--- config.mk ---
export PLATFORM = sky130hd
export DESIGN_NAME = mult_div_ctrl
export DESIGN_NICKNAME = d
export VERILOG_FILES = /design/src/rtl/mult_div_ctrl.sv
export SDC_FILE = /design/constraint.sdc
export NUM_CORES = 1
export LEC_CHECK = 0
export CAP_MARGIN = 20
export CORE_ASPECT_RATIO = 0.7
export CORE_MARGIN = 2
export CORE_UTILIZATION = 30
export DETAILED_ROUTE_END_ITERATION = 8
export PLACE_DENSITY = 0.44
export SKIP_CTS_REPAIR_TIMING = 1
export SYNTH_ARGS = -nofsm -noshare
export SYNTH_HDL_FRONTEND = slang
export SYNTH_SLANG_ARGS = --single-unit
--- constraint.sdc ---
create_clock -name clk -period 15.8 [get_ports clk]
set_input_delay 1.58 -clock clk [delete_from_list [all_inputs] [get_ports clk]]
set_output_delay 1.58 -clock clk [all_outputs]
set_load 0.03 [all_outputs]
--- src/rtl/mult_div_ctrl.sv ---
// ---------------------------------------------------------------------------
// mult_div_ctrl
//   Sequential signed multiply/divide engine that owns the HI/LO register
//   pair. Executes MIPS MULT (radix-2 Booth) and DIV (restoring division on
//   operand magnitudes) at one iteration per clock. The control FSM starts
//   it with a one-cycle start pulse, stalls on busy, and uses HI/LO once
//   done is seen.
//
// Ports
//   clk         in   1      system clock, rising edge
//   reset       in   1      synchronous active-high reset
//   start_mult  in   1      request signed a*b (sampled only in IDLE)
//   start_div   in   1      request signed a/b (sampled only in IDLE)
//   a           in   WIDTH  multiplicand / dividend, latched at start
//   b           in   WIDTH  multiplier / divisor, latched at start
//   busy        out  1      high in every state except IDLE
//   done        out  1      one-cycle pulse, HI/LO valid in that cycle
//   div_zero    out  1      pulse with done when the divisor was zero
//   hi_out      out  WIDTH  HI (product upper half / remainder)
//   lo_out      out  WIDTH  LO (product lower half / quotient)
// ---------------------------------------------------------------------------
module mult_div_ctrl #(
    parameter int WIDTH = 32
) (
    input  logic             clk,
    input  logic             reset,
    input  logic             start_mult,
    input  logic             start_div,
    input  logic [WIDTH-1:0] a,
    input  logic [WIDTH-1:0] b,
    output logic             busy,
    output logic             done,
    output logic             div_zero,
    output logic [WIDTH-1:0] hi_out,
    output logic [WIDTH-1:0] lo_out
);

    localparam int CW = $clog2(WIDTH);
    localparam logic [CW-1:0] CNT_LAST = CW'(WIDTH - 1);
    localparam logic [CW-1:0] CNT_ONE  = CW'(1);

    typedef enum logic [1:0] {
        S_IDLE = 2'd0,
        S_MULT = 2'd1,
        S_DIV  = 2'd2,
        S_DONE = 2'd3
    } state_t;

    // Two's complement negate when sel is set.
    function automatic logic [WIDTH-1:0] neg_if(input logic [WIDTH-1:0] x, input logic sel);
        return sel ? -x : x;
    endfunction

    state_t           state_q, state_d;
    logic [CW-1:0]    cnt_q, cnt_d;
    // acc_hi: Booth partial product A (sign-extended) or division remainder.
    logic [WIDTH:0]   acc_hi_q, acc_hi_d;
    // acc_lo: Booth multiplier Q, or dividend shifting out / quotient shifting in.
    logic [WIDTH-1:0] acc_lo_q, acc_lo_d;
    logic             qm1_q, qm1_d;
    // m: multiplicand (signed) or divisor magnitude (unsigned).
    logic [WIDTH-1:0] m_q, m_d;
    logic             qneg_q, qneg_d;
    logic             rneg_q, rneg_d;
    logic [WIDTH-1:0] hi_q, hi_d;
    logic [WIDTH-1:0] lo_q, lo_d;
    logic             busy_q, busy_d;
    logic             done_q, done_d;
    logic             dz_q, dz_d;

    logic [WIDTH:0]   booth_sum_s;
    logic [WIDTH:0]   div_shift_s;
    logic [WIDTH+1:0] div_diff_s;
    logic             q_bit_s;

    // Next-state, datapath iteration and registered-output computation.
    always_comb begin
        state_d     = state_q;
        cnt_d       = cnt_q;
        acc_hi_d    = acc_hi_q;
        acc_lo_d    = acc_lo_q;
        qm1_d       = qm1_q;
        m_d         = m_q;
        qneg_d      = qneg_q;
        rneg_d      = rneg_q;
        hi_d        = hi_q;
        lo_d        = lo_q;
        dz_d        = 1'b0;
        booth_sum_s = '0;
        div_shift_s = '0;
        div_diff_s  = '0;
        q_bit_s     = 1'b0;

        case (state_q)
            S_IDLE: begin
                if (start_mult) begin
                    m_d      = a;
                    acc_lo_d = b;
                    acc_hi_d = '0;
                    qm1_d    = 1'b0;
                    cnt_d    = '0;
                    state_d  = S_MULT;
                end else if (start_div) begin
                    if (b != '0) begin
                        m_d      = neg_if(b, b[WIDTH-1]);
                        acc_lo_d = neg_if(a, a[WIDTH-1]);
                        acc_hi_d = '0;
                        qneg_d   = a[WIDTH-1] ^ b[WIDTH-1];
                        rneg_d   = a[WIDTH-1];
                        cnt_d    = '0;
                        state_d  = S_DIV;
                    end else begin
                        // Zero divisor: finish immediately, HI/LO untouched.
                        dz_d    = 1'b1;
                        state_d = S_DONE;
                    end
                end else begin
                    state_d = S_IDLE;
                end
            end

            S_MULT: begin
                case ({acc_lo_q[0], qm1_q})
                    2'b01:   booth_sum_s = acc_hi_q + {m_q[WIDTH-1], m_q};
                    2'b10:   booth_sum_s = acc_hi_q - {m_q[WIDTH-1], m_q};
                    default: booth_sum_s = acc_hi_q;
                endcase
                // The add is done at WIDTH+1 bits so A - (-2^(W-1)) cannot
                // overflow; after the arithmetic shift A fits in WIDTH bits again.
                acc_hi_d = {booth_sum_s[WIDTH], booth_sum_s[WIDTH:1]};
                acc_lo_d = {booth_sum_s[0], acc_lo_q[WIDTH-1:1]};
                qm1_d    = acc_lo_q[0];
                cnt_d    = cnt_q + CNT_ONE;
                if (cnt_q == CNT_LAST) begin
                    hi_d    = booth_sum_s[WIDTH:1];
                    lo_d    = {booth_sum_s[0], acc_lo_q[WIDTH-1:1]};
                    cnt_d   = '0;
                    state_d = S_DONE;
                end else begin
                    state_d = S_MULT;
                end
            end

            S_DIV: begin
                div_shift_s = {acc_hi_q[WIDTH-1:0], acc_lo_q[WIDTH-1]};
                div_diff_s  = {1'b0, div_shift_s} - {2'b00, m_q};
                // No borrow means the trial subtraction fits: keep it.
                q_bit_s     = ~div_diff_s[WIDTH+1];
                acc_hi_d    = q_bit_s ? div_diff_s[WIDTH:0] : div_shift_s;
                acc_lo_d    = {acc_lo_q[WIDTH-2:0], q_bit_s};
                cnt_d       = cnt_q + CNT_ONE;
                if (cnt_q == CNT_LAST) begin
                    lo_d    = neg_if({acc_lo_q[WIDTH-2:0], q_bit_s}, qneg_q);
                    hi_d    = neg_if(acc_hi_d[WIDTH-1:0], rneg_q);
                    cnt_d   = '0;
                    state_d = S_DONE;
                end else begin
                    state_d = S_DIV;
                end
            end

            S_DONE: begin
                state_d = S_IDLE;
            end

            default: begin
                state_d = S_IDLE;
            end
        endcase

        busy_d = (state_d != S_IDLE);
        done_d = (state_d == S_DONE);
    end

    // State, datapath and output registers with synchronous reset.
    always_ff @(posedge clk) begin
        if (reset) begin
            state_q  <= S_IDLE;
            cnt_q    <= '0;
            acc_hi_q <= '0;
            acc_lo_q <= '0;
            qm1_q    <= 1'b0;
            m_q      <= '0;
            qneg_q   <= 1'b0;
            rneg_q   <= 1'b0;
            hi_q     <= '0;
            lo_q     <= '0;
            busy_q   <= 1'b0;
            done_q   <= 1'b0;
            dz_q     <= 1'b0;
        end else begin
            state_q  <= state_d;
            cnt_q    <= cnt_d;
            acc_hi_q <= acc_hi_d;
            acc_lo_q <= acc_lo_d;
            qm1_q    <= qm1_d;
            m_q      <= m_d;
            qneg_q   <= qneg_d;
            rneg_q   <= rneg_d;
            hi_q     <= hi_d;
            lo_q     <= lo_d;
            busy_q   <= busy_d;
            done_q   <= done_d;
            dz_q     <= dz_d;
        end
    end

    assign busy     = busy_q;
    assign done     = done_q;
    assign div_zero = dz_q;
    assign hi_out   = hi_q;
    assign lo_out   = lo_q;

endmodule
==> reports/metrics.cfg, run 1 <==
[outcome]
run_status=finished, final reports clean

[sta]
rsz0062_at_grt=false
max_freq_mhz=166.6
period_needed_ns=6.003
tns_ns=0
drv_slew=0
skew_ns=0.02361
tightest_slew_ns=1.264
fin_crit_sh_pct=37.99
setup_violations=0
slew_headroom_pct=15.18
hold_viol=0

[min_path]
hold-path-cell-count=2
hold_path.class=reg2reg

[setup_path]
cp_num_cells=15
reg2reg_depth=15
critPathKind=reg2reg
worstPathArrival_ns=6.34
path_cells=inv_1 > ha_1 > fa_1 > nor2b_1 > o211ai_1 > a211oi_1 > nor3_1 > a311oi_1 > nor3_1 > a22oi_1 > or4_1 > nand2_1 > xnor2_1 > nor2_1 > a2111oi_0
startpoint_type=register
end_kind=register
critPathMaxFanout=7
cpMaxStageDelayCell=a311oi_1
critPathBufInv=1
cp.required_ns=16.14
max_stage_delay_ns=1.03
cp_common_cell=nor3_1
critPathTopFamily=compound AO/OA/AOI/OAI gates

[drt]
routedWlPerCell_um=23.05
first_iter_violations=2129
drcViolationCount=0
num_vias=17820
routed_wl_mm=70.90
firstDrtPassIters=8
ant_nets=0
via_per_inst=5.793

[finish]
stdcell_count=3076
final_util_pct=34.66
syn2layout_area_growth_pct=14.43
drive_gt1_share_pct=3.964
nFillCells=5787
antennaDiodeCount=0
finalNetCount=2479

[synthesis]
ys.flop_type=dfxtp_1
synth_area_leaders=dfxtp_1 (21%), nor2_1 (8.0%), a21oi_1 (6.9%)
ys_ff_latch=174
avgSynthCellArea_um2=6.952
synthesis.area_um2=16250
synth_fp_nets=2484
synth_edf_count=0
synth_top_area_share_pct=21.43
synth_top_cell_by_area=dfxtp_1
yosys_warnings=0
synthCells=2338
async_flop_share_pct=0
ys_seq_area_share_pct=21.43
synthDistinctLibCells=78

[power_and_ir_drop]
irDropWorstVdd_mv=0.07635
power.static_leakage_nw=6.899
switching_share_pct=51.24
power_switching_mw=1.191
pwr-share-seq_pct=25.2
comb_power_share_pct=55.8
power_density_nw_per_um2=125.0
p_int_mw=1.134
p_clk_share_pct=19.0

[cts]
numCtsBuffers=17
clk_pin_slew_ns=0.07
htreeDepth=4
cts_tree=built
clockBufferDepth=2
worstSkewPairLatency_ns=0.47
root_buffer=clkbuf_16
cts.sinks=174

[placement]
place_inst=3043
numPortBuffers=134
globalplace.congestion=0.9498
hpwl_mm=54.80

[floorplanning]
core_um2=53660
dieArea_um2=56080
initial_core_util_pct=30.29
fp-row-count=71
ioPinCount=135
fp.dieW_um=282.2
die_h_um=198.7

[global_route]
grt_pass1_wl_mm=105.3
grt_pass1_vias=15580
grt_antenna_before_repair=0
grt_overflow_total=0
grt_max_degree=101
gr-usage-all-layers_pct=24.91

[flow_run]
max_cap_viol_count=0

==> final timing paths <==
| kind | slack (ns) | end | from |
|---|---|---|---|
| max reg2reg | 9.80 | hi_out[22] | acc_lo_q[31] |
| max | 9.80 | hi_out[22] | acc_lo_q[31] |
| min reg2reg | 0.45 | hi_out[27] | hi_out[27] |
| min | 0.45 | hi_out[27] | hi_out[27] |
==> synthesized netlist by cell type (9+ instances only) <==
cell	n
nor2_1	347
nor4_1	23
a22oi_1	56
and3_1	11
nor3_1	42
ha_1	76
and2_1	9
o41ai_1	18
nand2_1	218
or2_2	12
inv_1	80
buf_1	14
xor2_1	101
a211oi_1	119
nand2b_1	14
a2111oi_0	12
a21o_1	30
o21ai_0	151
a221oi_1	10
o21a_1	15
nor2b_1	17
nand4_1	16
a31oi_1	20
nand3_1	37
buf_2	14
or3_1	26
or4_1	17
o31ai_1	47
a21oi_1	224
clkbuf_1	151
mux2i_1	20
xnor2_1	88
dfxtp_1	174
==> cells in the final DEF (no fill, tap or decap), types with 18 or more instances in the layout <==
cell type / count
a31oi_1: 20
buf_4: 25
inv_1: 80
nand2_1: 217
a21o_1: 30
xor2_1: 101
nor3_1: 42
mux2i_1: 20
o31ai_1: 47
nor2_1: 347
ha_1: 72
o41ai_1: 18
a21oi_1: 224
a211oi_1: 119
xnor2_1: 88
clkdlybuf4s50_1: 132
nand3_1: 37
a22oi_1: 56
nor4_1: 23
or3_1: 26
o21ai_0: 151
dfxtp_1: 174
==> cell families (layout without fill, tap and decap cells) <==
kind of cell	after synthesis	in the layout	synth area share [%]
adders and majority gates	78	78	6.097
AOI/OAI and AO/OA	801	801	32.12
buffers and inverters	262	270	6.220
DFF	174	174	21.43
and+or+nand+nor	807	807	22.22
muxes	27	27	1.717
xor gates and xnor gates	189	189	10.18
==> final cells by class <==
cell class	instances	area [µm²]	area share, %
clock inverter	11	126.4	0.6794
sequential	174	3483	18.73
tap	730	913.4	4.911
clock buffer	21	450.4	2.422
inverter	80	300.3	1.615
multi-input combinational	1902	11800	63.42
timing repair buffer	158	1529	8.221
==> worst reg2reg max path, cell delays in order (launching register included) <==
cell and delay [ns]:
dfxtp_1 0.63, inv_1 0.09, ha_1 0.29, fa_1 0.48
nor2b_1 0.45, o211ai_1 0.36, a211oi_1 0.81, nor3_1 0.11
a311oi_1 1.03, nor3_1 0.16, a22oi_1 0.42, or4_1 0.32
nand2_1 0.10, xnor2_1 0.19, nor2_1 0.07, a2111oi_0 0.38
==> power by group through the flow <==
stage / clock network, mW / logic (mW) / registers, mW
detailed placement: 0 / 1.26 / 0.591
floorplan: 0 / 0.891 / 0.526
CTS: 0.452 / 1.26 / 0.581
finish: 0.442 / 1.30 / 0.586
global placement: 0 / 1.25 / 0.591
global route: 0.471 / 1.40 / 0.590
==> per-layer routing <==
metal,GRT usage [%],part of all wire (%)
met1,43.25,56
met2,29.81,35
met3,5.168,8.8
met4,2.704,0.50
met5,0,0
==> sequential cells by signal, summed over array words and instances (netlist names) <==
register / flops
rneg_q: 1
qm1_q: 1
busy: 1
div_zero: 1
done: 1
m_q: 32
hi_out: 32
cnt_q: 5
state_q: 2
qneg_q: 1
acc_hi_q: 33
lo_out: 32
acc_lo_q: 32
==> stage by stage <==
step	total power, mW	instance area (µm²)	setup slack, ns	hold WS [ns]
6_report	2.325	18600	9.797	0.4488
5_1_grt	2.462	18600	9.701	0.4712
3_3_place_gp	1.846	18000	9.953	0.4405
4_1_cts	2.295	18580	10.09	0.4539
2_1_floorplan	1.417	16250	10.18	0.4532
3_5_place_dp	1.848	18000	9.882	0.4434
Power figures use the tool's default switching activity.
==> inputs of run 2 (changes only) <==
PLACE_DENSITY = 0.45   (was 0.44)
clock period = 5.3 ns   (was 15.8 ns; I/O delays follow)
==> reports/metrics.cfg, run 2 (same netlist as run 1, synthesis figures left out) <==
[global_route]
grt_pass1_vias=16090
grt_pass1_wl_mm=107.9
grt_antenna_before_repair=1
grt_max_degree=98
grt_busiest_layer=met1
grt_util_met1_pct=43.93
grt_overflow_total=0
grtUsageMet3_pct=6.554
grtUsageMet2_pct=30.34
gr-usage-all-layers_pct=26.02

[cts]
numCtsBuffers=17
cts.sinks=174
root_buffer=clkbuf_16
cts_tree=built
clk_pin_slew_ns=0.09
htreeDepth=4
clockBufferDepth=2
worstSkewPairLatency_ns=0.49

[finish]
drive_gt1_share_pct=10.30
finalNetCount=2629
regMostFlops=acc_hi_q
stdcell_count=3227
nFillCells=5795
syn2layout_area_growth_pct=21.85
final_cell_mix=nor2_1 (346), a21oi_1 (218), nand2_1 (217)
design_area_um2=19810
final_common_cell=nor2_1
largest_reg_flops=33

[power_and_ir_drop]
irDropWorstVdd_mv=0.2266
power.static_leakage_nw=7.667
total_power_mw=7.360
power_density_nw_per_um2=371.6

[floorplanning]
fp.dieW_um=282.2
fp-row-count=71
core_um2=53660
die_h_um=198.7
ioPinCount=135
dieArea_um2=56080
initial_core_util_pct=30.29

[setup_path]
regToRegEndpoint=hi_out[28]
critPathMaxFanout=6
cp.required_ns=5.71
end_kind=register
critPathKind=reg2reg
r2r_setup_slack_ns=0.29
reg2reg_depth=16
r2r_start=acc_hi_q[0]
startpoint_type=register
worstPathArrival_ns=5.42

[drt]
ant_nets=0
routedWlPerCell_um=22.80
first_iter_violations=2002
firstDrtPassIters=8
drcViolationCount=0
num_vias=18090
routed_wl_mm=73.58
via_per_inst=5.606

[sta]
tns_ns=0
slew_headroom_pct=29.03
max_freq_mhz=199.6
skew_ns=0.02899
drv_slew=0
setup_ws_ns=0.2904
hold_viol=0
setup_violations=0
rsz0062_at_grt=false
fin_crit_sh_pct=94.52
period_needed_ns=5.010
tightest_slew_ns=1.058

[placement]
numPortBuffers=134
dpl_worst_slack_ns=0.2310
place_inst=3194
hpwl_mm=58.77
dpl_cell_area_um2=19190
globalplace.congestion=0.9479

[min_path]
hold_path.class=reg2reg
hold_path.startpoint=hi_out[27]
holdPathEnd=hi_out[27]
hold-path-cell-count=2

[outcome]
run_status=finished, final reports clean

[flow_run]
max_cap_viol_count=0

run 2: how the worst max path moves through the flow:
stage                      from    endpoint  slack (ns)  cells past startpoint
floorplan                m_q[6]  lo_out[28]       0.008                     24
global placement        m_q[12]  lo_out[30]        0.25                     20
detailed placement      m_q[12]  lo_out[28]        0.23                     20
CTS                     m_q[12]  lo_out[28]        0.23                     20
global route            m_q[16]  lo_out[28]       0.001                     20
finish              acc_hi_q[0]  hi_out[28]        0.29                     16
run 2: metal layers:
layer / part of all wire [%] / up-vias
li1: - / 8756
met3: 9.7 / 32
met5: 0.018 / -
met4: 1.8 / 2
met1: 55 / 8587
met2: 34 / 715
run 2: area by class of cell:
class	count	area [µm²]	share of cell area (%)
clock buffer	18	429.2	2.167
tap	730	913.4	4.612
sequential	174	3486	17.60
timing repair buffer	308	2680	13.53
multi-input combinational	1902	11840	59.80
antenna	1	2.502	0.01264
inverter	80	300.3	1.516
clock inverter	14	151.4	0.7644
run 2: worst max-delay path: stages (launching register included):
cell and delay [ns]:
dfxtp_1 0.40, buf_4 0.16, inv_1 0.10, fa_1 0.51, nor2b_1 0.28, o211ai_1 0.19, buf_4 0.20, a21oi_1 0.28
o21ai_0 0.25, a21oi_1 0.66, nand4_1 0.18, a211o_1 0.41, or4_1 0.54, or3_1 0.35, a31oi_1 0.18, o221ai_1 0.14
nand2_1 0.09
run 2: metrics by stage:
stage	hold WS, ns	utilization [%]
CTS	0.4391	36.84
global route	0.4742	36.91
finish	0.4348	36.91
floorplan	0.4532	-
detailed placement	0.4296	35.76
global placement	0.4324	35.76
run 2: where the power goes:
part	switching [mW]	total, mW	internal, mW
Sequential	0.259	1.70	1.44
Clock	0.693	1.32	0.626
Combinational	2.77	4.34	1.58
